File: src/rtl/snake_step_scheduler_pkg.sv
// snake_step_scheduler_pkg: shared FSM states, game-status encodings and divider defaults.
package snake_step_scheduler_pkg;
    typedef enum logic [2:0] {S_IDLE, S_RUN, S_REQ, S_EVAL, S_PAUSE, S_OVER} state_t;
    localparam logic GAME_START = 1'b0;
    localparam logic GAME_OVER = 1'b1;
    localparam int BASE_DIV_DEF = 50000000;
    localparam int DIV_STEP_DEF = 5000000;
    localparam int MIN_DIV_DEF = 10000000;
    function automatic int step_div(input int level, input int base, input int step, input int min_div);
        return (base - level * step > min_div) ? base - level * step : min_div;
    endfunction
endpackage

File: src/rtl/snake_step_scheduler_if.sv
// snake_step_scheduler_if: buttons, body-logic handshake and game status bundle.
interface snake_step_scheduler_if #(parameter int SCORE_W = 8);
    logic btn_start, btn_pause, move_done, is_crash, is_suicide, food_eaten;
    logic move_req, grow, game_status, paused;
    logic [SCORE_W-1:0] score;
    logic [2:0] level;
    modport master (
        input btn_start, btn_pause, move_done, is_crash, is_suicide, food_eaten,
        output move_req, grow, game_status, paused, score, level
    );
    modport slave (
        output btn_start, btn_pause, move_done, is_crash, is_suicide, food_eaten,
        input move_req, grow, game_status, paused, score, level
    );
endinterface

File: src/rtl/snake_step_tick.sv
// snake_step_tick: level-dependent step divider emitting a one-cycle tick.
module snake_step_tick
    import snake_step_scheduler_pkg::*;
#(
    parameter int BASE_DIV = BASE_DIV_DEF,
    parameter int DIV_STEP = DIV_STEP_DEF,
    parameter int MIN_DIV = MIN_DIV_DEF
) (
    input  logic       clk,
    input  logic       rst,
    input  logic       i_en,
    input  logic       i_clr,
    input  logic [2:0] i_level,
    output logic       o_tick
);
    localparam int CW = $clog2(BASE_DIV + 1);
    logic [CW-1:0] r_cnt, r_div, w_div;
    assign w_div = CW'(step_div(int'(i_level), BASE_DIV, DIV_STEP, MIN_DIV));
    assign o_tick = i_en && (r_cnt == r_div - 1'b1);
    always_ff @(posedge clk or negedge rst) begin
        if (!rst) begin
            r_cnt <= '0;
            r_div <= CW'(step_div(0, BASE_DIV, DIV_STEP, MIN_DIV));
        end else begin
            r_div <= w_div;
            r_cnt <= (i_clr || o_tick) ? '0 : i_en ? r_cnt + 1'b1 : r_cnt;
        end
    end
endmodule

File: src/rtl/snake_step_scheduler.sv
// snake_step_scheduler: game FSM issuing one handshaked move per step tick.
// Optional pause support is built when SNAKE_PAUSE_EN is defined.
module snake_step_scheduler
    import snake_step_scheduler_pkg::*;
#(
    parameter int BASE_DIV = BASE_DIV_DEF,
    parameter int DIV_STEP = DIV_STEP_DEF,
    parameter int MIN_DIV = MIN_DIV_DEF,
    parameter int FOOD_PER_LEVEL = 4,
    parameter int SCORE_W = 8,
    parameter int LEVEL_MAX = 7,
    parameter int DONE_TIMEOUT = 255
) (
    input logic clk,
    input logic rst,
    snake_step_scheduler_if.master bus
);
    localparam int FW = $clog2(FOOD_PER_LEVEL + 1);
    localparam int TW = $clog2(DONE_TIMEOUT + 1);
`ifdef SNAKE_PAUSE_EN
    localparam bit PAUSE_EN = 1'b1;
`else
    localparam bit PAUSE_EN = 1'b0;
`endif
    state_t r_state, w_next;
    logic r_move_req, r_grow, r_status, r_crash, r_suicide, r_food, r_pend;
    logic [SCORE_W-1:0] r_score;
    logic [2:0] r_level;
    logic [FW-1:0] r_fcnt;
    logic [TW-1:0] r_to;
    logic w_tick, w_btn_pause, w_pause_req, w_en, w_clr, w_death, w_eat, w_clear, w_lvl_up;
    assign w_btn_pause = PAUSE_EN && bus.btn_pause;
    // a pause pressed during REQ/EVAL is held in r_pend and taken on the first RUN cycle
    assign w_pause_req = w_btn_pause || r_pend;
    assign w_en = (r_state == S_RUN) && !w_pause_req;
    assign w_clr = !(r_state == S_RUN || r_state == S_PAUSE);
    assign w_death = r_crash || r_suicide;
    assign w_eat = (r_state == S_EVAL) && r_food && !w_death;
    assign w_lvl_up = r_fcnt == FW'(FOOD_PER_LEVEL - 1);
    assign w_clear = (r_state == S_OVER) && bus.btn_start;
    assign bus.move_req = r_move_req;
    assign bus.grow = r_grow;
    assign bus.game_status = r_status;
    assign bus.paused = PAUSE_EN && (r_state == S_PAUSE);
    assign bus.score = r_score;
    assign bus.level = r_level;
    snake_step_tick #(
        .BASE_DIV(BASE_DIV),
        .DIV_STEP(DIV_STEP),
        .MIN_DIV (MIN_DIV)
    ) u_tick (
        .clk    (clk),
        .rst    (rst),
        .i_en   (w_en),
        .i_clr  (w_clr),
        .i_level(r_level),
        .o_tick (w_tick)
    );
    always_ff @(posedge clk or negedge rst) begin
        if (!rst) r_state <= S_IDLE;
        else r_state <= w_next;
    end
    always_comb begin
        w_next = r_state;
        case (r_state)
            S_IDLE:  w_next = bus.btn_start ? S_RUN : S_IDLE;
            S_RUN:   w_next = w_pause_req ? S_PAUSE : w_tick ? S_REQ : S_RUN;
            S_REQ:   w_next = bus.move_done ? S_EVAL : (r_to == TW'(DONE_TIMEOUT - 1)) ? S_OVER : S_REQ;
            S_EVAL:  w_next = w_death ? S_OVER : S_RUN;
            S_PAUSE: w_next = w_btn_pause ? S_RUN : S_PAUSE;
            S_OVER:  w_next = bus.btn_start ? S_IDLE : S_OVER;
            default: w_next = S_IDLE;
        endcase
    end
    always_ff @(posedge clk or negedge rst) begin
        if (!rst) begin
            r_move_req <= 1'b0;
            r_grow <= 1'b0;
            r_status <= GAME_START;
            r_crash <= 1'b0;
            r_suicide <= 1'b0;
            r_food <= 1'b0;
            r_pend <= 1'b0;
            r_score <= '0;
            r_level <= '0;
            r_fcnt <= '0;
            r_to <= '0;
        end else begin
            r_move_req <= (w_next == S_REQ);
            r_status <= (w_next == S_OVER) ? GAME_OVER : GAME_START;
            r_grow <= w_eat;
            r_to <= (r_state == S_REQ) ? r_to + 1'b1 : '0;
            r_pend <= (r_state == S_REQ || r_state == S_EVAL) && (r_pend || w_btn_pause);
            if (r_state == S_REQ && bus.move_done) begin
                r_crash <= bus.is_crash;
                r_suicide <= bus.is_suicide;
                r_food <= bus.food_eaten;
            end
            if (w_clear) begin
                r_score <= '0;
                r_level <= '0;
                r_fcnt <= '0;
            end else if (w_eat) begin
                r_score <= &r_score ? r_score : r_score + 1'b1;
                r_fcnt <= w_lvl_up ? '0 : r_fcnt + 1'b1;
                if (w_lvl_up) r_level <= (r_level == 3'(LEVEL_MAX)) ? r_level : r_level + 3'd1;
            end
        end
    end
endmodule
File: src/flat_wrapper.sv
// flat-port wrapper written by rule: the top's interface ports become plain ports
module snake_step_scheduler_flat import snake_step_scheduler_pkg::*;
#(
    parameter int BASE_DIV = BASE_DIV_DEF,
    parameter int DIV_STEP = DIV_STEP_DEF,
    parameter int MIN_DIV = MIN_DIV_DEF,
    parameter int FOOD_PER_LEVEL = 4,
    parameter int SCORE_W = 8,
    parameter int LEVEL_MAX = 7,
    parameter int DONE_TIMEOUT = 255
)
  (clk, rst, bus_btn_start, bus_btn_pause, bus_move_done, bus_is_crash, bus_is_suicide, bus_food_eaten, bus_move_req, bus_grow, bus_game_status, bus_paused, bus_score, bus_level);
  snake_step_scheduler_if #(.SCORE_W(SCORE_W)) bus_i ();
  input logic clk;
  input logic rst;
  input wire logic [$bits(bus_i.btn_start)-1:0] bus_btn_start;
  input wire logic [$bits(bus_i.btn_pause)-1:0] bus_btn_pause;
  input wire logic [$bits(bus_i.move_done)-1:0] bus_move_done;
  input wire logic [$bits(bus_i.is_crash)-1:0] bus_is_crash;
  input wire logic [$bits(bus_i.is_suicide)-1:0] bus_is_suicide;
  input wire logic [$bits(bus_i.food_eaten)-1:0] bus_food_eaten;
  output wire logic [$bits(bus_i.move_req)-1:0] bus_move_req;
  output wire logic [$bits(bus_i.grow)-1:0] bus_grow;
  output wire logic [$bits(bus_i.game_status)-1:0] bus_game_status;
  output wire logic [$bits(bus_i.paused)-1:0] bus_paused;
  output wire logic [$bits(bus_i.score)-1:0] bus_score;
  output wire logic [$bits(bus_i.level)-1:0] bus_level;
  assign bus_i.btn_start = bus_btn_start;
  assign bus_i.btn_pause = bus_btn_pause;
  assign bus_i.move_done = bus_move_done;
  assign bus_i.is_crash = bus_is_crash;
  assign bus_i.is_suicide = bus_is_suicide;
  assign bus_i.food_eaten = bus_food_eaten;
  assign bus_move_req = bus_i.move_req;
  assign bus_grow = bus_i.grow;
  assign bus_game_status = bus_i.game_status;
  assign bus_paused = bus_i.paused;
  assign bus_score = bus_i.score;
  assign bus_level = bus_i.level;
  snake_step_scheduler #(.BASE_DIV(BASE_DIV), .DIV_STEP(DIV_STEP), .MIN_DIV(MIN_DIV), .FOOD_PER_LEVEL(FOOD_PER_LEVEL), .SCORE_W(SCORE_W), .LEVEL_MAX(LEVEL_MAX), .DONE_TIMEOUT(DONE_TIMEOUT)) u_core (.clk(clk), .rst(rst), .bus(bus_i));
endmodule
File: config.mk
export PLATFORM = sky130hd
export DESIGN_NAME = snake_step_scheduler_flat
export DESIGN_NICKNAME = d
export VERILOG_FILES = /design/src/rtl/snake_step_scheduler_pkg.sv /design/src/rtl/snake_step_scheduler_if.sv /design/src/rtl/snake_step_tick.sv /design/src/rtl/snake_step_scheduler.sv /design/src/flat_wrapper.sv
export SDC_FILE = /design/constraint.sdc
export NUM_CORES = 1
export LEC_CHECK = 0
export CAP_MARGIN = 20
export CORE_UTILIZATION = 40
export CTS_BUF_LIST = sky130_fd_sc_hd__clkbuf_4
export DETAILED_ROUTE_END_ITERATION = 10
export GPL_TIMING_DRIVEN = 1
export HOLD_SLACK_MARGIN = 0.03
export PLACE_DENSITY = 0.66
export SLEW_MARGIN = 20
export SYNTH_ARGS = -nofsm -noshare
export SYNTH_HDL_FRONTEND = slang
export SYNTH_SLANG_ARGS = --single-unit
File: constraint.sdc
create_clock -name clk -period 4.88 [get_ports clk]
set_input_delay 1.22 -clock clk [delete_from_list [all_inputs] [get_ports clk]]
set_output_delay 1.22 -clock clk [all_outputs]
set_load 0.01 [all_outputs]
==> results.sh, run 1 <==
export IMPL_cts_resized=0
export IMPL_yosysWarnings=0
export IMPL_final_hold_viol_count=0
export IMPL_drv_cap=0
export IMPL_critPathTopFamily="compound AO/OA/AOI/OAI gates"
export IMPL_pwr_density_cell_nw_per_um2=438.3
export IMPL_ys_ff_latch=78
export IMPL_area_growth_syn_to_layout_pct=10.13
export IMPL_yosys_area_share_adder_pct=4.854
export IMPL_cts_tree="yes"
export IMPL_timing_slew_headroom_pct=37.27
export IMPL_critPathLaunchType="flop"
export IMPL_fmax_mhz=254.2
export IMPL_syn_avg_cell_area_sq_um=9.120
export IMPL_synth_top_family_by_area="simple AND/OR/NAND/NOR gates"
export IMPL_gr_total_overflow=0
export IMPL_ios=23
export IMPL_drt_iter0_drc=123
export IMPL_synth_xor_area_share_pct=14.39
export IMPL_cp_required_ns=5.24
export IMPL_finalNetCount=597
export IMPL_status="completed"
export IMPL_cts_sinks=78
export IMPL_synth_common_cells="dfrtp_1, nor2_1, xnor2_1"
export IMPL_worstPathMaxFanout=20
export IMPL_path_cells="buf_4 > ha_1 > ha_1 > inv_1 > fa_1 > o21ai_0 > a41oi_1 > a211o_1 > o21ai_1 > a311o_1 > a221o_1"
export IMPL_diodes=0
export IMPL_start_util_pct=41.54
export IMPL_async_flop_share_pct=100.0
export IMPL_dr_total_vias=3957
export IMPL_fin_crit_ns=3.933
export IMPL_final_antenna_net_count=0
export IMPL_synth_area_sq_um=5052
export IMPL_synth_distinct_cells=67
export IMPL_core_sq_um=12160
export IMPL_multi_input_area_sq_um=2904
export IMPL_drive_above_1_share_pct=9.043
export IMPL_worstSetupEndpointType="flop"
export IMPL_wl_um=10260
export IMPL_grt_pass1_wl_um=17870
export IMPL_crit_arrival_ns=4.30
export IMPL_tightestPinTransition_ns=0.9410
export IMPL_synth_cells=554
export IMPL_postCtsHoldBufs=0
export IMPL_cts_max_path_buffers=2
export IMPL_yosys_area_top_type="dfrtp_1"
export IMPL_vias_per_cell=5.326
export IMPL_path_common_cell="ha_1"
export IMPL_cts_htree_levels=3
export IMPL_cts_buffers=9
export IMPL_grt_pass1_vias=3773
export IMPL_gr_usage_all_layers_pct=17.02
export IMPL_portBuffers=20
export IMPL_ir_drop_mv=0.2207
export IMPL_worstHoldPathType="flop to flop"
export IMPL_placedCellCount=727
export IMPL_setup_viol=0
export IMPL_grt_max_degree=79
export IMPL_post_cts_buffers=0
export IMPL_slew_violations=0
export IMPL_seq_area_sq_um=1967
export IMPL_syn_nets=581
export IMPL_worstSetupPathType="flop to flop"
export IMPL_skew_ns=0.01835
export IMPL_antenna_found_initial=0
export IMPL_totalPowerFinal_uw=2439
export IMPL_yosys_area_share_simple_pct=23.80
export IMPL_nFillCells=1159
export IMPL_rows=40
export IMPL_critPathSlowestCell="fa_1"
export IMPL_dr_pass1_iters=5
export IMPL_synth_most_common_cell="dfrtp_1"
export IMPL_drc=0
export IMPL_setup_tns_ns=0
export IMPL_die_height_um=114.4
export IMPL_clock_latency_ns=0.42
export IMPL_synth_edf_count=0
export IMPL_seq_area_frac_synth_pct=38.93
export IMPL_synthMuxAreaShare_pct=1.684
export IMPL_synth_flop_cell="dfrtp_1"
export IMPL_place_gp_congestion=0.8593
export IMPL_period_share_pct=80.60
export IMPL_yosys_area_top_type_share_pct=32.69
export IMPL_instances_no_fill=743
export IMPL_dpl_hpwl_um=7527
export IMPL_leakagePower_uw=0.002242
export IMPL_die_w_um=114.4
export IMPL_cp_slowest_stage_delay_ns=0.49
export IMPL_clock_root_buffer="clkbuf_4"
export IMPL_wl_per_cell_um=13.80
export IMPL_synthTopCellsByArea="dfrtp_1, xnor2_1, dfstp_2"
export IMPL_clkTransAtPathRegs_ns=0.13
export IMPL_rsz0062_at_grt="no"
export IMPL_dieArea_sq_um=13080
export IMPL_cp_num_buf_inv=2
export IMPL_synth_compound_area_share_pct=12.68
## report_power, final
group,total (uW),switching [uW],internal (uW)
sequential,960,149,811
combinational,1050,591,455
clock,433,220,213
## metal layers
layer  wire (um)  track usage [%]
met5           0                0
met4         147            6.494
met3         335            2.594
met2        4947            28.40
met1        4826            22.29
## final cells by class
type	count	share of cell area, %
multi-input combinational	435	52.19
sequential	78	35.35
timing repair buffer	27	4.497
tap	168	3.778
clock inverter	6	1.552
clock buffer	10	1.349
inverter	19	1.282
## cells in the final DEF, fill, tap and decap left out, drive strengths merged, types with 19 or more instances in the layout
cell type / synthesis / routed
nand2: 29 / 29
nor2: 55 / 55
o21ai: 21 / 21
a21oi: 26 / 26
xnor2: 50 / 50
nor3: 34 / 34
nand3: 30 / 30
xor2: 33 / 33
dfrtp: 66 / 66
inv: 19 / 19
clkdlybuf4s50: 0 / 19
## path summary, 6_finish.rpt
check                      cells past startpoint                                  end                          startpoint  slack [ns]
max                                           11    u_core.u_tick.r_div[15]$_DFF_PN1_     u_core.bus.level[0]$_DFFE_PN0P_        0.95
min                                            1   u_core.u_tick.r_cnt[0]$_DFFE_PN0P_  u_core.u_tick.r_cnt[0]$_DFFE_PN0P_        0.52
max reg2reg                                   11    u_core.u_tick.r_div[15]$_DFF_PN1_     u_core.bus.level[0]$_DFFE_PN0P_        0.95
min reg2reg                                    1   u_core.u_tick.r_cnt[0]$_DFFE_PN0P_  u_core.u_tick.r_cnt[0]$_DFFE_PN0P_        0.52
max in group asynchronous                      1  u_core.u_tick.r_cnt[16]$_DFFE_PN0P_                                 rst        3.34
min in group asynchronous                      1      u_core.bus.score[5]$_DFFE_PN0P_                                 rst        0.92
## through the flow
stage	hold WS, ns	setup slack [ns]	instance area [sq um]	util, %
5_1_grt	0.5351	0.6156	5564	45.75
6_report	0.5219	0.9466	5564	45.75
3_5_place_dp	0.4975	0.9908	5403	44.42
4_1_cts	0.5220	0.9355	5564	45.75
2_1_floorplan	0.4700	0.9832	5052	-
3_3_place_gp	0.4802	1.054	5403	44.42
## cells by family (layout without fill, tap and decap cells)
| group | after synthesis | count (layout) |
|---|---|---|
| AOI/OAI and AO/OA | 97 | 97 |
| xor gates and xnor gates | 83 | 83 |
| adders and majority gates | 19 | 19 |
| buffers and inverters | 41 | 62 |
| DFF | 78 | 78 |
| muxes | 8 | 8 |
| other | 1 | 1 |
| and+or+nand+nor | 227 | 227 |
## state kept, by name, summed over array words and instances, names as in the netlist, 3 cells and up
| register | cells |
|---|---|
| u_core.u_tick.r_div | 20 |
| u_core.r_state | 3 |
| u_core.bus.level | 3 |
| u_core.r_fcnt | 3 |
| u_core.r_to | 8 |
| u_core.bus.score | 8 |
| u_core.u_tick.r_cnt | 26 |
Power figures use the tool's default switching activity.
==> inputs of run 2 (changes only) <==
PLACE_DENSITY = 0.68   (was 0.66)
clock period = 3.43 ns   (was 4.88 ns; I/O delays follow)
==> run 2 against run 1 <==
Against the previous run:
- cell count grew 2.7%
- fmax grew 19%
- register-to-register slack lost 0.81 ns
- worst hold slack is essentially flat
- highest routed layer unchanged
- critical path depth is the same
- critical endpoint unchanged
- combinational power grew 57%
- via count grew 2.1%
==> results.sh, run 2 (synthesis gave the netlist of run 1 again) <==
export IMPL_status="completed"
export IMPL_fmax_mhz=303.4
export IMPL_setup_viol=0
export IMPL_gr_total_overflow=0
export IMPL_drc=0
export IMPL_gr_usage_all_layers_pct=17.88
export IMPL_fin_crit_ns=3.296
export IMPL_totalPowerFinal_uw=3650
export IMPL_clkTransAtPathRegs_ns=0.13
export IMPL_utilization_pct=47.72
export IMPL_timing_slew_headroom_pct=37.28
export IMPL_crit_arrival_ns=3.67
export IMPL_drive_above_1_share_pct=14.12
export IMPL_vias_per_cell=5.295
export IMPL_start_util_pct=41.54
export IMPL_drv_cap=0
export IMPL_ir_drop_mv=0.4089
export IMPL_postCtsHoldBufs=0
export IMPL_period_share_pct=96.10
export IMPL_worstSetupEndpointType="flop"
export IMPL_worstSetupPathType="flop to flop"
export IMPL_largest_reg_flops=26
export IMPL_ios=23
export IMPL_leakagePower_uw=0.002345
export IMPL_path_cells="inv_1 > ha_4 > ha_2 > inv_1 > fa_2 > o21ai_2 > a21boi_0 > a211o_1 > o2111a_1 > a311o_1 > a221o_1"
export IMPL_slew_violations=0
export IMPL_dieArea_sq_um=13080
export IMPL_cp_num_buf_inv=2
export IMPL_skew_ns=0.02123
export IMPL_dr_total_vias=4040
export IMPL_cts_buffers=9
export IMPL_cts_sinks=78
export IMPL_grt_pass1_wl_um=18710
export IMPL_die_height_um=114.4
export IMPL_top_register="u_core.u_tick.r_cnt"
export IMPL_clock_latency_ns=0.46
export IMPL_final_common_cell="dfrtp_1"
export IMPL_portBuffers=20
export IMPL_cts_max_path_buffers=2
export IMPL_area_growth_syn_to_layout_pct=14.86
export IMPL_path_common_cell="inv_1"
export IMPL_finalNetCount=617
export IMPL_antenna_found_initial=0
export IMPL_final_hold_viol_count=0
export IMPL_setup_tns_ns=0
export IMPL_cp_slowest_stage_delay_ns=0.44
export IMPL_worst_path_stages=11
export IMPL_critPathTopFamily="compound AO/OA/AOI/OAI gates"
export IMPL_final_antenna_net_count=0
export IMPL_worstPathMaxFanout=7
export IMPL_cp_required_ns=3.80
export IMPL_place_ws_ns=0.1086
export IMPL_clock_root_buffer="clkbuf_4"
export IMPL_pwr_density_cell_nw_per_um2=628.9
export IMPL_cts_htree_levels=3
export IMPL_core_sq_um=12160
export IMPL_dpl_hpwl_um=7851
export IMPL_dr_pass1_iters=4
export IMPL_final_area_sq_um=5803
export IMPL_placed_cell_area_sq_um=5562
export IMPL_tightestPinTransition_ns=0.9408
export IMPL_worstHoldPathType="input port to async pin"
export IMPL_drt_iter0_drc=97
export IMPL_reg2reg_depth=11
export IMPL_critPathSlowestCell="fa_2"
export IMPL_critPathLaunchType="flop"
export IMPL_wl_per_cell_um=13.85
export IMPL_grt_max_degree=79
export IMPL_reg_top3="u_core.u_tick.r_cnt (26), u_core.u_tick.r_div (20)"
export IMPL_crit_start="u_core.bus.level[1]$_DFFE_PN0P_"
export IMPL_place_gp_congestion=0.8258
export IMPL_mostFrequentLayoutCells="dfrtp_1, nor2_1, xnor2_1"
export IMPL_cts_tree="yes"
export IMPL_rr_startpoint="u_core.bus.level[1]$_DFFE_PN0P_"
export IMPL_grt_pass1_vias=4044
export IMPL_rows=40
export IMPL_fin_ws_ns=0.1337
export IMPL_diodes=0
export IMPL_die_w_um=114.4
export IMPL_wl_um=10570
==> run 2: timing repair <==
item / CTS / global route
buffers inserted: 0 / 4
resized for setup: 0 / 9
setup endpoints to repair: 0 / 12
==> run 2: path summary, 6_finish.rpt <==
kind / to / slack, ns
min: u_core.bus.score[3]$_DFFE_PN0P_ / 0.52
max in group asynchronous: u_core.bus.level[1]$_DFFE_PN0P_ / 2.27
min in group clk: u_core.r_pend$_DFF_PN0_ / 0.52
max: u_core.u_tick.r_div[15]$_DFF_PN1_ / 0.13
max reg2reg: u_core.u_tick.r_div[15]$_DFF_PN1_ / 0.13
min reg2reg: u_core.r_pend$_DFF_PN0_ / 0.52
==> run 2: per-layer routing <==
layer	track usage, %	up-vias	wire length [um]
met4	7.706	0	229
met3	3.759	17	269
met5	0	-	0
met2	29.45	59	5114
li1	-	2027	-
met1	22.72	1937	4954
==> run 2: report_power, final <==
part           switching [uW]  internal, uW
Combinational             893           754
Clock                     336           297
Sequential                215          1150
Total                    1440          2210
==> run 2: area by class of cell <==
cell class | instances | area [sq um]
clock buffer | 9 | 67.56
clock inverter | 7 | 96.34
fill | 1168 | 6359
inverter | 19 | 71.32
multi-input combinational | 435 | 2975
sequential | 78 | 1969
tap | 168 | 210.2
timing repair buffer | 47 | 412.9
==> run 2: worst reg2reg max path, delay by kind of cell, from the launching register on <==
family	cells	cell delay, ns
flops	1	0.42
buf+inv	2	0.18
fa+ha+maj	3	0.92
compound gates	6	1.69
==> run 2: metrics by stage <==
stage	cells	hold slack (ns)
after floorplan	554	0.4700
after global placement	743	0.4796
after detailed placement	743	0.4938
after CTS	759	0.5290
after global routing	763	0.5476
final	763	0.5222
==> inputs of run 3 (changes only) <==
PLACE_DENSITY = 0.66   (was 0.68)
clock period = 3.1 ns   (was 3.43 ns; I/O delays follow)
==> run 3 against run 2 <==
Against the previous run:
- the run now ends with negative setup slack left
- setup slack got worse by 0.16 ns
- core utilization up 3.4 points
- total power is 17% higher
- via count grew 3.5%
- cell count grew 3.1%
- design area is 7.1% higher
- first-iteration DRC count increased by 4.1%
- clock power is 8.2% lower
- largest cell class unchanged
- highest routed layer unchanged
==> results.sh, run 3 (synthesis gave the netlist of run 1 again) <==
export IMPL_status="finished, violations left"
export IMPL_fin_ws_ns=-0.02484
export IMPL_mostFrequentLayoutCells="dfrtp_1, nor2_1, xnor2_1"
export IMPL_critPathLaunchType="flop"
export IMPL_top_register="u_core.u_tick.r_cnt"
export IMPL_place_gp_congestion=0.8250
export IMPL_place_ws_ns=0.03462
export IMPL_cts_buffers=9
export IMPL_clock_root_buffer="clkbuf_4"
export IMPL_portBuffers=20
export IMPL_multi_input_area_sq_um=3187
export IMPL_wl_per_cell_um=14.30
export IMPL_critPathTopFamily="simple AND/OR/NAND/NOR gates"
export IMPL_crit_arrival_ns=3.40
export IMPL_path_cells="or4_4 > or4_4 > nor3b_2 > xnor2_1 > or4_4 > nor4_4 > clkbuf_16 > nor3_1"
export IMPL_slew_violations=0
export IMPL_dieArea_sq_um=13080
export IMPL_core_sq_um=12160
export IMPL_cts_htree_levels=3
export IMPL_finalNetCount=640
export IMPL_worstHoldPathType="input port to async pin"
export IMPL_final_common_cell="dfrtp_1"
export IMPL_grt_pass1_vias=4197
export IMPL_area_growth_syn_to_layout_pct=23.01
export IMPL_pwr_density_cell_nw_per_um2=687.2
export IMPL_start_util_pct=41.54
export IMPL_postCtsHoldBufs=0
export IMPL_antenna_found_initial=1
export IMPL_period_share_pct=100.8
export IMPL_timing_slew_headroom_pct=37.48
export IMPL_ir_drop_mv=0.4183
export IMPL_fmax_mhz=320.0
export IMPL_drt_iter0_drc=101
export IMPL_fin_crit_ns=3.125
export IMPL_cts_max_path_buffers=2
export IMPL_vias_per_cell=5.313
export IMPL_largest_reg_flops=26
export IMPL_violations="negative setup slack"
export IMPL_leakagePower_uw=0.002501
export IMPL_cp_required_ns=3.37
export IMPL_grt_pass1_wl_um=19240
export IMPL_critPathSlowestCell="or4_4"
export IMPL_die_w_um=114.4
export IMPL_wl_um=11260
export IMPL_drv_cap=0
export IMPL_ios=23
export IMPL_drc=0
export IMPL_rsz0062_at_grt="yes"
export IMPL_final_hold_viol_count=0
export IMPL_path_common_cell="or4_4"
export IMPL_instances_no_fill=787
export IMPL_rows=40
export IMPL_skew_ns=0.01771
export IMPL_dpl_hpwl_um=8287
export IMPL_placedCellCount=764
export IMPL_clkTransAtPathRegs_ns=0.12
export IMPL_die_height_um=114.4
export IMPL_setup_viol=10
export IMPL_worstSetupEndpointType="flop"
export IMPL_reg_top3="u_core.u_tick.r_cnt (26), u_core.u_tick.r_div (20)"
export IMPL_nFillCells=1138
export IMPL_gr_total_overflow=0
export IMPL_gr_usage_all_layers_pct=18.28
export IMPL_cp_num_buf_inv=1
export IMPL_final_antenna_net_count=0
export IMPL_drive_above_1_share_pct=22.49
export IMPL_seq_area_sq_um=1971
export IMPL_tightestPinTransition_ns=0.9379
export IMPL_dr_total_vias=4181
export IMPL_cts_tree="yes"
export IMPL_grt_max_degree=79
export IMPL_worstSetupPathType="flop to flop"
export IMPL_worstPathMaxFanout=6
export IMPL_cp_slowest_stage_delay_ns=0.55
export IMPL_clock_latency_ns=0.41
export IMPL_cts_sinks=78
export IMPL_dr_pass1_iters=4
run 3: changes by cell type in the layout (fill, tap and decap cells not counted), moves of 3 or more:
| cell | previous run | this run |
|---|---|---|
| a21oi_1 | 24 | 21 |
| a21oi_2 | 1 | 4 |
| buf_4 | 27 | 45 |
| inv_1 | 19 | 15 |
| inv_2 | 0 | 3 |
| nor3_1 | 33 | 27 |
| nor3_2 | 1 | 7 |
| o21ai_0 | 19 | 15 |
| o21ai_1 | 0 | 3 |
run 3: area by class of cell:
cell class | instances | share of cell area, %
multi-input cells | 435 | 51.28
clock buffers | 11 | 1.329
diodes | 1 | 0.04027
repair buffers | 70 | 10.23
inverters | 19 | 1.228
clock inverters | 5 | 0.8053
flip-flops and latches | 78 | 31.71
well taps | 168 | 3.382
run 3: stage by stage:
stage / instance area, sq um / total power (uW) / utilization, % / hold WS, ns / setup TNS, ns
finish: 6215 / 4271 / 51.10 / 0.4935 / -0.1204
global route: 6215 / 4624 / 51.10 / 0.5492 / -2.621
CTS: 5996 / 4174 / 49.30 / 0.5103 / 0
detailed placement: 5863 / 3576 / 48.21 / 0.5007 / 0
global placement: 5863 / 3502 / 48.21 / 0.4795 / 0
floorplan: 5229 / 2906 / - / 0.4700 / -0.6711
run 3: worst reg2reg max path, cell delays in order (launching register included):
cell and delay (ns):
dfrtp_1 0.39, or4_4 0.55, or4_4 0.54, nor3b_2 0.20, xnor2_1 0.09, or4_4 0.44
nor4_4 0.48, clkbuf_16 0.25, nor3_1 0.05
run 3: power by group:
group          internal, uW  switching, uW  total [uW]  leakage (uW)
Combinational          1040           1140        2170       0.00145
Sequential             1280            236        1510      0.000980
Clock                   258            323         581     0.0000719
Total                  2580           1700        4270       0.00250
run 3: path summary, 6_finish.rpt:
| kind | startpoint | to | slack, ns | depth (start not counted) |
|---|---|---|---|---|
| worst max-delay path | u_core.u_tick.r_div[8]$_DFF_PN0_ | u_core.u_tick.r_cnt[8]$_DFFE_PN0P_ | -0.02 | 8 |
| worst min-delay path | rst | u_core.bus.score[3]$_DFFE_PN0P_ | 0.49 | 1 |
| worst max register to register | u_core.u_tick.r_div[8]$_DFF_PN0_ | u_core.u_tick.r_cnt[8]$_DFFE_PN0P_ | -0.02 | 8 |
| worst min register to register | u_core.r_fcnt[2]$_DFFE_PN0P_ | u_core.r_fcnt[2]$_DFFE_PN0P_ | 0.52 | 2 |
| max in group asynchronous | rst | u_core.bus.level[0]$_DFFE_PN0P_ | 1.97 | 1 |
| min in group clk | u_core.r_fcnt[2]$_DFFE_PN0P_ | u_core.r_fcnt[2]$_DFFE_PN0P_ | 0.52 | 2 |
run 3: metal layers:
metal | global-route usage, % | wire length [um] | up-vias | part of all wire (%)
li1 | - | - | 2080 | -
met1 | 22.40 | 4929 | 2023 | 44
met2 | 31.96 | 5764 | 60 | 51
met3 | 3.123 | 315 | 18 | 2.8
met4 | 7.273 | 248 | 0 | 2.2
met5 | 0 | 0 | - | 0
run 3: repair_timing:
item / 4_1_cts / 5_1_grt
gates resized for setup: 0 / 32
buffers inserted: 0 / 4
endpoints found under the setup margin: 0 / 42
